`src/rtl/lsu_mem_access.sv`:
```
// Memory-access stage: runs one load/store over a valid/ready data bus and
// returns aligned, sign/zero-extended load data to writeback.
module lsu_mem_access #(
  parameter int unsigned XLEN      = 64,
  parameter int unsigned BUS_BYTES = 8
) (
  input  logic                 clk,
  input  logic                 rst,
  input  logic                 in_valid,
  output logic                 in_ready,
  input  logic                 in_is_load,
  input  logic [2:0]           in_funct3,
  input  logic [XLEN-1:0]      in_addr,
  input  logic [XLEN-1:0]      in_store_data,
  output logic                 mem_req_valid,
  input  logic                 mem_req_ready,
  output logic                 mem_req_we,
  output logic [XLEN-1:0]      mem_req_addr,
  output logic [XLEN-1:0]      mem_req_wdata,
  output logic [BUS_BYTES-1:0] mem_req_wmask,
  input  logic                 mem_resp_valid,
  input  logic [XLEN-1:0]      mem_resp_rdata,
  output logic                 out_valid,
  input  logic                 out_ready,
  output logic                 out_is_load,
  output logic [XLEN-1:0]      out_mem_data,
  output logic                 out_misalign
);

  localparam int unsigned OFF_W = $clog2(BUS_BYTES);

  localparam logic [1:0] S_IDLE = 2'd0;
  localparam logic [1:0] S_REQ  = 2'd1;
  localparam logic [1:0] S_RESP = 2'd2;
  localparam logic [1:0] S_DONE = 2'd3;

  logic [1:0]           state_q,        state_d;
  logic [2:0]           funct3_q,       funct3_d;
  logic [OFF_W-1:0]     off_q,          off_d;
  logic                 req_we_q,       req_we_d;
  logic [XLEN-1:0]      req_addr_q,     req_addr_d;
  logic [XLEN-1:0]      req_wdata_q,    req_wdata_d;
  logic [BUS_BYTES-1:0] req_wmask_q,    req_wmask_d;
  logic                 out_is_load_q,  out_is_load_d;
  logic                 out_misalign_q, out_misalign_d;
  logic [XLEN-1:0]      out_mem_data_q, out_mem_data_d;

  logic                 illegal;
  logic                 misaligned;
  logic [BUS_BYTES-1:0] base_mask;
  logic [XLEN-1:0]      shifted;
  logic [XLEN-1:0]      load_val;

  assign in_ready      = (state_q == S_IDLE) && !rst;
  assign mem_req_valid = (state_q == S_REQ);
  assign out_valid     = (state_q == S_DONE);
  assign mem_req_we    = req_we_q;
  assign mem_req_addr  = req_addr_q;
  assign mem_req_wdata = req_wdata_q;
  assign mem_req_wmask = req_wmask_q;
  assign out_is_load   = out_is_load_q;
  assign out_misalign  = out_misalign_q;
  assign out_mem_data  = out_mem_data_q;

  // Incoming op legality, natural alignment and store byte-enable pattern
  always_comb begin
    illegal    = in_is_load ? (in_funct3 == 3'b111) : in_funct3[2];
    misaligned = 1'b0;
    base_mask  = '0;
    case (in_funct3[1:0])
      2'b00: begin
        misaligned = 1'b0;
        base_mask  = BUS_BYTES'(8'h01);
      end
      2'b01: begin
        misaligned = in_addr[0];
        base_mask  = BUS_BYTES'(8'h03);
      end
      2'b10: begin
        misaligned = |in_addr[1:0];
        base_mask  = BUS_BYTES'(8'h0F);
      end
      default: begin
        misaligned = |in_addr[2:0];
        base_mask  = BUS_BYTES'(8'hFF);
      end
    endcase
  end

  // Response lane extraction and extension
  always_comb begin
    shifted = mem_resp_rdata >> {off_q, 3'b000};
    case (funct3_q)
      3'b000:  load_val = {{(XLEN-8){shifted[7]}}, shifted[7:0]};
      3'b001:  load_val = {{(XLEN-16){shifted[15]}}, shifted[15:0]};
      3'b010:  load_val = {{(XLEN-32){shifted[31]}}, shifted[31:0]};
      3'b011:  load_val = shifted;
      3'b100:  load_val = XLEN'(shifted[7:0]);
      3'b101:  load_val = XLEN'(shifted[15:0]);
      3'b110:  load_val = XLEN'(shifted[31:0]);
      default: load_val = '0;
    endcase
  end

  always_comb begin
    state_d        = state_q;
    funct3_d       = funct3_q;
    off_d          = off_q;
    req_we_d       = req_we_q;
    req_addr_d     = req_addr_q;
    req_wdata_d    = req_wdata_q;
    req_wmask_d    = req_wmask_q;
    out_is_load_d  = out_is_load_q;
    out_misalign_d = out_misalign_q;
    out_mem_data_d = out_mem_data_q;

    case (state_q)
      S_IDLE: begin
        if (in_valid && in_ready) begin
          funct3_d       = in_funct3;
          off_d          = in_addr[OFF_W-1:0];
          req_we_d       = !in_is_load;
          req_addr_d     = {in_addr[XLEN-1:OFF_W], OFF_W'(0)};
          req_wdata_d    = in_is_load ? '0 : (in_store_data << {in_addr[OFF_W-1:0], 3'b000});
          req_wmask_d    = in_is_load ? '0 : (base_mask << in_addr[OFF_W-1:0]);
          out_is_load_d  = 1'b0;
          out_mem_data_d = '0;
          out_misalign_d = illegal || misaligned;
          state_d        = (illegal || misaligned) ? S_DONE : S_REQ;
        end
      end
      S_REQ: begin
        if (mem_req_ready) begin
          state_d = S_RESP;
        end
      end
      S_RESP: begin
        if (mem_resp_valid) begin
          out_is_load_d  = !req_we_q;
          out_mem_data_d = req_we_q ? '0 : load_val;
          state_d        = S_DONE;
        end
      end
      default: begin
        if (out_ready) begin
          state_d = S_IDLE;
        end
      end
    endcase
  end

  always_ff @(posedge clk) begin
    if (rst) begin
      state_q        <= S_IDLE;
      funct3_q       <= '0;
      off_q          <= '0;
      req_we_q       <= 1'b0;
      req_addr_q     <= '0;
      req_wdata_q    <= '0;
      req_wmask_q    <= '0;
      out_is_load_q  <= 1'b0;
      out_misalign_q <= 1'b0;
      out_mem_data_q <= '0;
    end else begin
      state_q        <= state_d;
      funct3_q       <= funct3_d;
      off_q          <= off_d;
      req_we_q       <= req_we_d;
      req_addr_q     <= req_addr_d;
      req_wdata_q    <= req_wdata_d;
      req_wmask_q    <= req_wmask_d;
      out_is_load_q  <= out_is_load_d;
      out_misalign_q <= out_misalign_d;
      out_mem_data_q <= out_mem_data_d;
    end
  end

endmodule

```
`config.mk`:
```
export PLATFORM = sky130hd
export DESIGN_NAME = lsu_mem_access
export DESIGN_NICKNAME = d
export VERILOG_FILES = /design/src/rtl/lsu_mem_access.sv
export SDC_FILE = /design/constraint.sdc
export NUM_CORES = 1
export LEC_CHECK = 0
export BUFFER_PORTS_ARGS = -buffer_cell sky130_fd_sc_hd__buf_2
export CAP_MARGIN = 20
export CORE_ASPECT_RATIO = 0.9
export CORE_MARGIN = 8
export CORE_UTILIZATION = 47
export CTS_BUF_LIST = sky130_fd_sc_hd__clkbuf_8
export DETAILED_ROUTE_END_ITERATION = 16
export GPL_TIMING_DRIVEN = 0
export PLACE_DENSITY = 0.77
export SLEW_MARGIN = 20
export SYNTH_ARGS = -nofsm -noshare
export SYNTH_HDL_FRONTEND = slang
export SYNTH_SLANG_ARGS = --single-unit
```
`constraint.sdc`:
```
create_clock -name clk -period 2.1 [get_ports clk]
set_input_delay 0.42 -clock clk [delete_from_list [all_inputs] [get_ports clk]]
set_output_delay 0.42 -clock clk [all_outputs]
set_load 0.02 [all_outputs]
```
==> impl_metrics.json, run 1 <==
{
  "max_freq_mhz": 460.5,
  "place_hpwl_mm": 40.17,
  "worst-path-max-fanout": 10,
  "netlist_area_sq_mm": 0.01131,
  "rsz0062_at_grt": "true",
  "hold_path_class": "in -> reg",
  "final_util_pct": 62.69,
  "drv_slew": 0,
  "synth_edf_count": 0,
  "startpoint_type": "register",
  "root_buffer": "clkbuf_8",
  "cts_num_sinks": 208,
  "grt_usage_pct": 33.44,
  "ys_seq_elements": 208,
  "cts_buffers": 37,
  "ys_top_cells_by_area": "dfxtp_1 37%, mux2_2 8.5%, nand2_1 8.2%",
  "hold_ws_ns": 0.06177,
  "grt_pass1_wl_mm": 76.52,
  "totalPowerFinal_mw": 14.09,
  "violations": "setup timing",
  "rows": 54,
  "drt_iter0_markers": 1436,
  "synthDistinctLibCells": 53,
  "r2r_slack_ns": -0.07,
  "worst_slack_ns": -0.07153,
  "yosysTopAreaCell": "dfxtp_1",
  "finalSetupViolations": 8,
  "p_leak_nw": 6.798,
  "critPathBufInv": 3,
  "drive_above_1_share_pct": 40.67,
  "place_worst_setup_slack_ns": -0.7157,
  "p_per_area_mw_per_mm2": 940.0,
  "cts_buffer_depth": 3,
  "tns_ns": -0.4979,
  "routed.top_layer": "met5",
  "fin_skew_ns": 0.02032,
  "cp-end-kind": "register",
  "period_share_pct": 103.4,
  "die_w_um": 179.5,
  "grt_pass1_vias": 12430,
  "pin_count": 408,
  "path_cells": "buf_6 > buf_4 > buf_4 > mux2_2 > mux2i_1 > o21ai_0 > a22oi_1 > nor2_1",
  "max_cap_viol_count": 0,
  "drc": 0,
  "min_from": "in_addr[18]",
  "cts_tree": "done",
  "gr-total-overflow": 0,
  "critPathMaxStageDelay_ns": 0.35,
  "vias": 12570,
  "met3_length_mm": 5.867,
  "timing_hold_violations_final": 0,
  "yosysWarnings": 0,
  "wl_met2_mm": 22.80,
  "synth_area_per_cell_sq_um": 8.772,
  "drtAntennaViolNets": 0,
  "m1WireLength_mm": 21.13,
  "status": "finished, violations left",
  "required_ns": 2.49,
  "slew_headroom_pct": 37.60,
  "synth-seq-area-share_pct": 36.83,
  "start_util_pct": 47.27,
  "fin_nets": 1952,
  "syn2layout_area_growth_pct": 32.60,
  "clk_latency_ns": 0.54,
  "slowest_stage": "dfxtp_2",
  "dieArea_sq_mm": 0.02928,
  "grt_max_degree": 12,
  "crit_type": "reg -> reg",
  "antenna_found_initial": 4,
  "r2r-start": "off_q[1]",
  "place.gp.congestion": 1.006,
  "syn-instance-count": 1289,
  "worst-endpoint-arrival_ns": 2.56,
  "vias_per_cell": 6.039,
  "peakVddDrop_mv": 0.6955,
  "dr.pass1.iters": 6,
  "crit_top_cell": "buf_4",
  "async_reset_ff_share_pct": 0,
  "wl_per_cell_um": 24.86,
  "ys.flop_type": "dfxtp_1",
  "drt_wl_total_mm": 51.75,
  "io_buffer_count": 399,
  "dieHeight_um": 163.1,
  "coreArea_sq_mm": 0.02392,
  "synth_top_cell_area_share_pct": 36.83,
  "h-tree-depth": 2,
  "tightest_slew_ns": 0.9360,
  "period_minus_slack_ns": 2.172,
  "path_delay_family": "multiplexers",
  "clk_pin_slew_ns": 0.06,
  "worstSetupStartpoint": "off_q[1]"
}
-- cell usage after synthesis (12+ instances only) --
library cell / n
nor2b_1: 26
nand2_1: 246
mux2_2: 85
clkbuf_1: 93
a21boi_0: 17
mux4_2: 25
nand3b_1: 66
o21a_1: 18
mux2i_1: 43
dfxtp_1: 208
nor2_1: 90
a21oi_1: 66
buf_2: 18
buf_1: 12
a211oi_1: 16
a22oi_1: 72
o21ai_0: 43
o211ai_1: 16
a221oi_2: 28
-- registers in the layout (all words and copies together) (netlist names) --
signal and count:
mem_req_we 1, mem_req_wdata 64, mem_req_wmask 8, state_q 2
out_misalign 1, mem_req_addr 61, off_q 3, out_mem_data 64
funct3_q 3, out_is_load 1
-- power by group --
group	total [mW]	internal, mW	switching (mW)
registers	4.69	4.41	0.279
clock network	3.68	1.90	1.78
logic	5.73	2.14	3.59
total	14.1	8.44	5.65
-- per-stage QoR --
stage	area [sq um]	std cells
finish	14990	2082
global route	14990	2082
CTS	14770	2073
detailed placement	13740	1998
global placement	13730	1998
floorplan	11350	1291
-- cells in the final DEF, fill, tap and decap left out, types with 9 or more instances in the layout --
cell type | Yosys | routed
a211oi_1 | 16 | 16
a21boi_0 | 17 | 16
a21oi_1 | 66 | 66
a221oi_1 | 11 | 11
a221oi_2 | 28 | 26
a22oi_1 | 72 | 72
buf_2 | 18 | 410
buf_4 | 7 | 26
clkbuf_1 | 93 | 53
clkbuf_2 | 0 | 33
clkbuf_8 | 0 | 43
dfxtp_1 | 208 | 205
inv_1 | 6 | 16
mux2_2 | 85 | 85
mux2i_1 | 43 | 36
mux4_2 | 25 | 25
nand2_1 | 246 | 245
nand3b_1 | 66 | 66
nor2_1 | 90 | 86
nor2b_1 | 26 | 24
nor3_1 | 11 | 9
o211ai_1 | 16 | 16
o21a_1 | 18 | 18
o21ai_0 | 43 | 38
o21ai_1 | 4 | 9
-- cell type report --
type                    count  area (sq um)
fillers                  2137          8925
multi-input cells         947          6842
flip-flops and latches    208          4170
repair buffers            418          2173
plain buffers             128         679.4
clock buffers              43         591.8
well taps                 308         385.4
clock inverters            23         121.4
inverters                   6         27.53
diodes                      1         2.502
-- layer usage --
metal / global-route usage [%] / up-vias
met3: 9.629 / 143
met1: 42.90 / 5995
li1: - / 5594
met5: 0 / -
met2: 52.65 / 837
met4: 13.21 / 4
-- timing repair --
action | CTS | global route
pin swaps | 11 | 18
endpoints found under the setup margin | 189 | 161
gates cloned | 0 | 2
setup buffers | 11 | 6
gates resized for setup | 85 | 63
hold buffers | 0 | 0
-- worst min-delay path, delay by kind of cell --
family	cells	cell delay, ns
buffers and inverters	1	0.07
and+or+nand+nor	2	0.08
-- path summary, 6_finish.rpt --
| path | cells past startpoint | to |
|---|---|---|
| worst min register to register | 2 | out_mem_data[11] |
| worst max-delay path | 8 | out_mem_data[5] |
| worst max register to register | 8 | out_mem_data[5] |
| worst min-delay path | 3 | mem_req_addr[18] |
-- logic make-up (layout without fill, tap and decap cells) --
group / after synthesis / after routing / share of synthesized area [%]
simple gates: 466 / 466 / 19.12
fa+ha+maj: 4 / 4 / 0.4426
mux: 153 / 153 / 17.25
other cells: 1 / 4 / 0.03317
xor+xnor: 1 / 1 / 0.07747
buf+inv: 136 / 618 / 4.946
flops: 208 / 208 / 36.83
compound gates: 320 / 320 / 21.30
(Power assumes the default switching activity.)
==> run 2, diff against run 1 <==
Settings changed: SETUP_SLACK_MARGIN set to 0.02.
==> run 2 against run 1 <==
Net effect:
- the run still ends with setup timing left
- flip-flop and latch count is the same
- clock power grew 7.9%
- via count is essentially flat
- wire length shrank 1.3%
==> impl_metrics.json, run 2 (synthesis results as in run 1) <==
{
  "combPwrFrac_pct": 40.2,
  "placedCellCount": 1998,
  "drive_above_1_share_pct": 40.99,
  "gr-total-overflow": 0,
  "worst_slack_ns": -0.05972,
  "worst-endpoint-arrival_ns": 2.63,
  "max_freq_mhz": 463.0,
  "antenna_found_initial": 1,
  "grt_usage_pct": 32.77,
  "clkPwrFrac_pct": 27.4,
  "final_common_cell": "buf_2",
  "cts_buffers": 36,
  "final_cell_area_sq_mm": 0.01514,
  "vias_per_cell": 6.032,
  "dr.pass1.iters": 9,
  "p_leak_nw": 6.843,
  "period_minus_slack_ns": 2.160,
  "cts_buffer_depth": 3,
  "min_path_cells": 3,
  "hold_ws_ns": 0.06200,
  "p_per_area_mw_per_mm2": 955.7,
  "clk_pin_slew_ns": 0.06,
  "fin_nets": 1955,
  "r2r-start": "state_q[0]",
  "grt_pass1_vias": 12120,
  "p_int_mw": 8.804,
  "syn2layout_area_growth_pct": 33.92,
  "drt_iter0_markers": 1500,
  "diodes": 0,
  "power.switching_mw": 5.667,
  "r2r_slack_ns": -0.06,
  "power_frac_seq_pct": 32.4,
  "place_hpwl_mm": 39.60,
  "vias": 12570,
  "sw_frac_of_total_pct": 39.16,
  "instances_no_fill": 2084,
  "coreArea_sq_mm": 0.02392,
  "slew_headroom_pct": 43.92,
  "worst-path-max-fanout": 8,
  "status": "finished, violations left",
  "timing_hold_violations_final": 0,
  "finalSetupViolations": 34,
  "h-tree-depth": 2,
  "cp-end-kind": "register",
  "drtAntennaViolNets": 0,
  "cts_tree": "done",
  "drc": 0,
  "grt_pass1_wl_mm": 74.97,
  "path_delay_family": "simple AND/OR/NAND/NOR gates",
  "violations": "setup timing",
  "hold_path_class": "in -> reg",
  "dieHeight_um": 163.1,
  "drv_slew": 0,
  "max_cap_viol_count": 0,
  "rows": 54,
  "dieArea_sq_mm": 0.02928,
  "wl_per_cell_um": 24.50,
  "slowest_stage": "or4_4",
  "period_share_pct": 102.8,
  "min_from": "in_addr[12]",
  "drt_wl_total_mm": 51.05,
  "crit_type": "reg -> reg",
  "multi_input_area_sq_mm": 0.006887,
  "rsz0062_at_grt": "true",
  "tns_ns": -0.8591,
  "pin_count": 408,
  "die_w_um": 179.5,
  "io_buffer_count": 399,
  "post_dp_cell_area_sq_mm": 0.01374,
  "r2r-end": "out_mem_data[10]",
  "seqCellArea_sq_mm": 0.004170,
  "layout_common_cells": "413 x buf_2, 245 x nand2_1, 205 x dfxtp_1",
  "cts_num_sinks": 208,
  "grt_max_degree": 11,
  "critPathBufInv": 2,
  "path_cells": "inv_2 > ha_2 > nor2b_1 > a211o_1 > buf_6 > or2_4 > or4_4 > nand3_2",
  "hold_buffers": 0,
  "peakVddDrop_mv": 0.7143,
  "critPathMaxStageDelay_ns": 0.54,
  "fin_skew_ns": 0.02164,
  "fillCellCount": 2110,
  "totalPowerFinal_mw": 14.47,
  "r2r_cells": 8,
  "start_util_pct": 47.27,
  "required_ns": 2.57,
  "startpoint_type": "register",
  "root_buffer": "clkbuf_8",
  "min_to": "mem_req_addr[12]",
  "tightest_slew_ns": 0.8411,
  "place.gp.congestion": 0.9965,
  "clk_latency_ns": 0.54
}
-- run 2: how the worst max path moves through the flow --
stage                    start                end  slack (ns)  cells past startpoint
floorplan                  rst   out_mem_data[14]       -0.03                      9
finish              state_q[0]   out_mem_data[10]       -0.06                      8
global placement           rst  mem_req_wdata[47]       -0.69                      7
detailed placement  state_q[1]  mem_req_wdata[43]       -0.75                      8
global route        state_q[0]   out_mem_data[10]        -0.1                      8
CTS                 state_q[1]   out_mem_data[13]       -0.05                      8
-- run 2: cell type report --
type                       instances  area share (%)
timing repair buffer             425           14.64
clock inverter                    20          0.9668
inverter                           6          0.1653
multi-input combinational        947           45.48
tap                              308           2.545
sequential                       208           27.54
clock buffer                      45           4.090
buffer                           125           4.570
-- run 2: stage by stage --
step           worst slack, ns  utilization, %
6_report              -0.05972           63.31
5_1_grt               -0.09924           63.31
4_1_cts               -0.04586           62.09
3_5_place_dp           -0.7455           57.45
3_3_place_gp           -0.6862           57.43
2_1_floorplan         -0.02839               -
-- run 2: layer usage --
metal	vias up	GRT usage, %	routed length, um
met5	-	0	10
met4	2	11.66	1723
met3	137	11.10	6144
met2	842	51.02	22460
met1	5992	41.97	20720
li1	5598	-	-
-- run 2: power groups by stage --
stage               logic, mW  clock network [mW]  registers, mW
detailed placement       4.98                   0           4.75
floorplan                2.70                   0           5.23
global route             6.11                4.18           4.73
finish                   5.81                3.97           4.69
global placement         4.94                   0           4.74
CTS                      5.39                3.97           4.67
-- run 2: tightest hold or removal path, stage by stage --
cell and delay [ns]:
buf_2 0.07, nand2_1 0.04, nand2_1 0.04
-- run 2: what timing repair did --
action                                  CTS  global route
endpoints found under the setup margin  192           163
gates resized for setup                  92            71
buffers inserted                         14            10
gates cloned                              0             2
pin swaps                                 7            25
==> run 3, diff against run 2 <==
Settings changed: PLACE_DENSITY 0.77 to 0.79, RECOVER_POWER set to 25, SLEW_MARGIN 20 to unset.
==> run 3 against run 2 <==
Net effect:
- the run still ends with setup timing left
- wire length increased by 2.7%
- utilization decreased by 0.30 points
- critical endpoint is now out_mem_data[42]
- design area decreased by 0.47%
- global-route usage increased by 0.79 points
- sequential share of layout area increased by 0.13 points
- register-to-register slack about the same
- worst setup slack got worse by 0.0062 ns
- total power decreased by 1.6%
- clock skew decreased by 0.0077 ns
- worst hold slack got worse by 0.010 ns
- first-iteration DRC count decreased by 12%
==> impl_metrics.json, run 3 (synthesis results as in run 1) <==
{
  "status": "finished, violations left",
  "violations": "setup timing",
  "cts_num_sinks": 208,
  "dieArea_sq_mm": 0.02928,
  "wl_per_cell_um": 25.12,
  "max_freq_mhz": 461.7,
  "totalPowerFinal_mw": 14.24,
  "fillCellCount": 2189,
  "drt_iter0_markers": 1322,
  "period_minus_slack_ns": 2.166,
  "dr.pass1.iters": 6,
  "drive_above_1_share_pct": 35.71,
  "drc": 0,
  "hold_ws_ns": 0.05179,
  "rsz0062_at_grt": "true",
  "cts_tree": "done",
  "h-tree-depth": 2,
  "dieHeight_um": 163.1,
  "cts_buffer_depth": 3,
  "cp-end-kind": "register",
  "vias_per_cell": 6.043,
  "multi_input_area_sq_mm": 0.006904,
  "p_leak_nw": 6.457,
  "fin_skew_ns": 0.01396,
  "antenna_found_initial": 2,
  "root_buffer": "clkbuf_8",
  "p_per_area_mw_per_mm2": 944.6,
  "grt_pass1_wl_mm": 76.60,
  "io_buffer_count": 399,
  "layout_common_cells": "316 x buf_2, 246 x nand2_1, 205 x dfxtp_1",
  "place_worst_setup_slack_ns": -0.8633,
  "coreArea_sq_mm": 0.02392,
  "final_common_cell": "buf_2",
  "grt_pass1_vias": 12390,
  "pin_count": 408,
  "drv_slew": 0,
  "worst-path-max-fanout": 10,
  "place_hpwl_mm": 41.00,
  "startpoint_type": "register",
  "start_util_pct": 47.27,
  "max_cap_viol_count": 0,
  "finalSetupViolations": 10,
  "peakVddDrop_mv": 0.7140,
  "grt_max_degree": 11,
  "gr-total-overflow": 0,
  "cts_buffers": 37,
  "hold_buffers": 0,
  "rows": 54,
  "drt_wl_total_mm": 52.42,
  "worst-endpoint-arrival_ns": 2.61,
  "slew_headroom_pct": 41.08,
  "worst_slack_ns": -0.06595,
  "tightest_slew_ns": 0.8838,
  "clk_pin_slew_ns": 0.06,
  "drtAntennaViolNets": 0,
  "hold_path_class": "in -> reg",
  "seqCellArea_sq_mm": 0.004170,
  "crit_type": "reg -> reg",
  "clk_latency_ns": 0.55,
  "period_share_pct": 103.1,
  "vias": 12610,
  "required_ns": 2.54,
  "place.gp.congestion": 1.009,
  "fin_nets": 1959,
  "timing_hold_violations_final": 0,
  "grt_usage_pct": 33.56,
  "syn2layout_area_growth_pct": 33.29,
  "die_w_um": 179.5
}
run 3: layout make-up:
class	count	area share [%]
Tap cell	308	2.557
Inverter	6	0.1826
Buffer	126	4.824
Clock inverter	20	0.6393
Timing Repair Buffer	427	14.28
Sequential cell	208	27.67
Clock buffer	44	4.018
Multi-Input combinational cell	947	45.81
Antenna cell	1	0.01660
run 3: worst paths after layout:
check                     from                end  slack [ns]  cells after the start
max                   off_q[1]   out_mem_data[42]       -0.07                      8
min                in_addr[56]   mem_req_addr[56]        0.05                      3
max reg2reg           off_q[1]   out_mem_data[42]       -0.07                      8
min reg2reg  mem_req_wdata[25]  mem_req_wdata[25]        0.46                      2
run 3: power by group:
group | internal [mW] | switching, mW
Sequential | 4.41 | 0.286
Combinational | 2.25 | 3.65
Clock | 1.91 | 1.73
Total | 8.57 | 5.66
run 3: worst max-delay path, cell delays in order, from the launching register on:
cell and delay (ns):
dfxtp_2 0.33, buf_6 0.14, mux2i_4 0.20, mux4_2 0.52, o22ai_4 0.22, a41oi_4 0.06
buf_12 0.18, buf_12 0.15, a221oi_4 0.27
run 3: per-stage QoR:
| stage | util (%) | cell area, sq um | std cells | TNS, ns |
|---|---|---|---|---|
| after global placement | 57.43 | 13740 | 1998 | -82.03 |
| final | 63.01 | 15070 | 2087 | -0.3259 |
| after floorplan | - | 11350 | 1291 | -0.1210 |
| after global routing | 63.01 | 15070 | 2087 | -1.498 |
| after detailed placement | 57.43 | 13740 | 1998 | -87.81 |
| after CTS | 61.99 | 14830 | 2072 | -0.4833 |
run 3: timing repair:
action | 4_1_cts | 5_1_grt
gates resized for setup | 99 | 79
pin swaps | 7 | 31
cloned | 0 | 4
endpoints found under the setup margin | 199 | 135
buffers inserted | 12 | 12
endpoints found under the hold margin | 0 | 0
run 3: per-layer routing:
layer,GRT usage (%),vias to the layer above,share of wire (%)
met5,0,-,0.025
met2,51.51,862,44
met4,12.72,2,3.3
li1,-,5608,-
met1,42.86,6009,41
met3,12.03,130,12
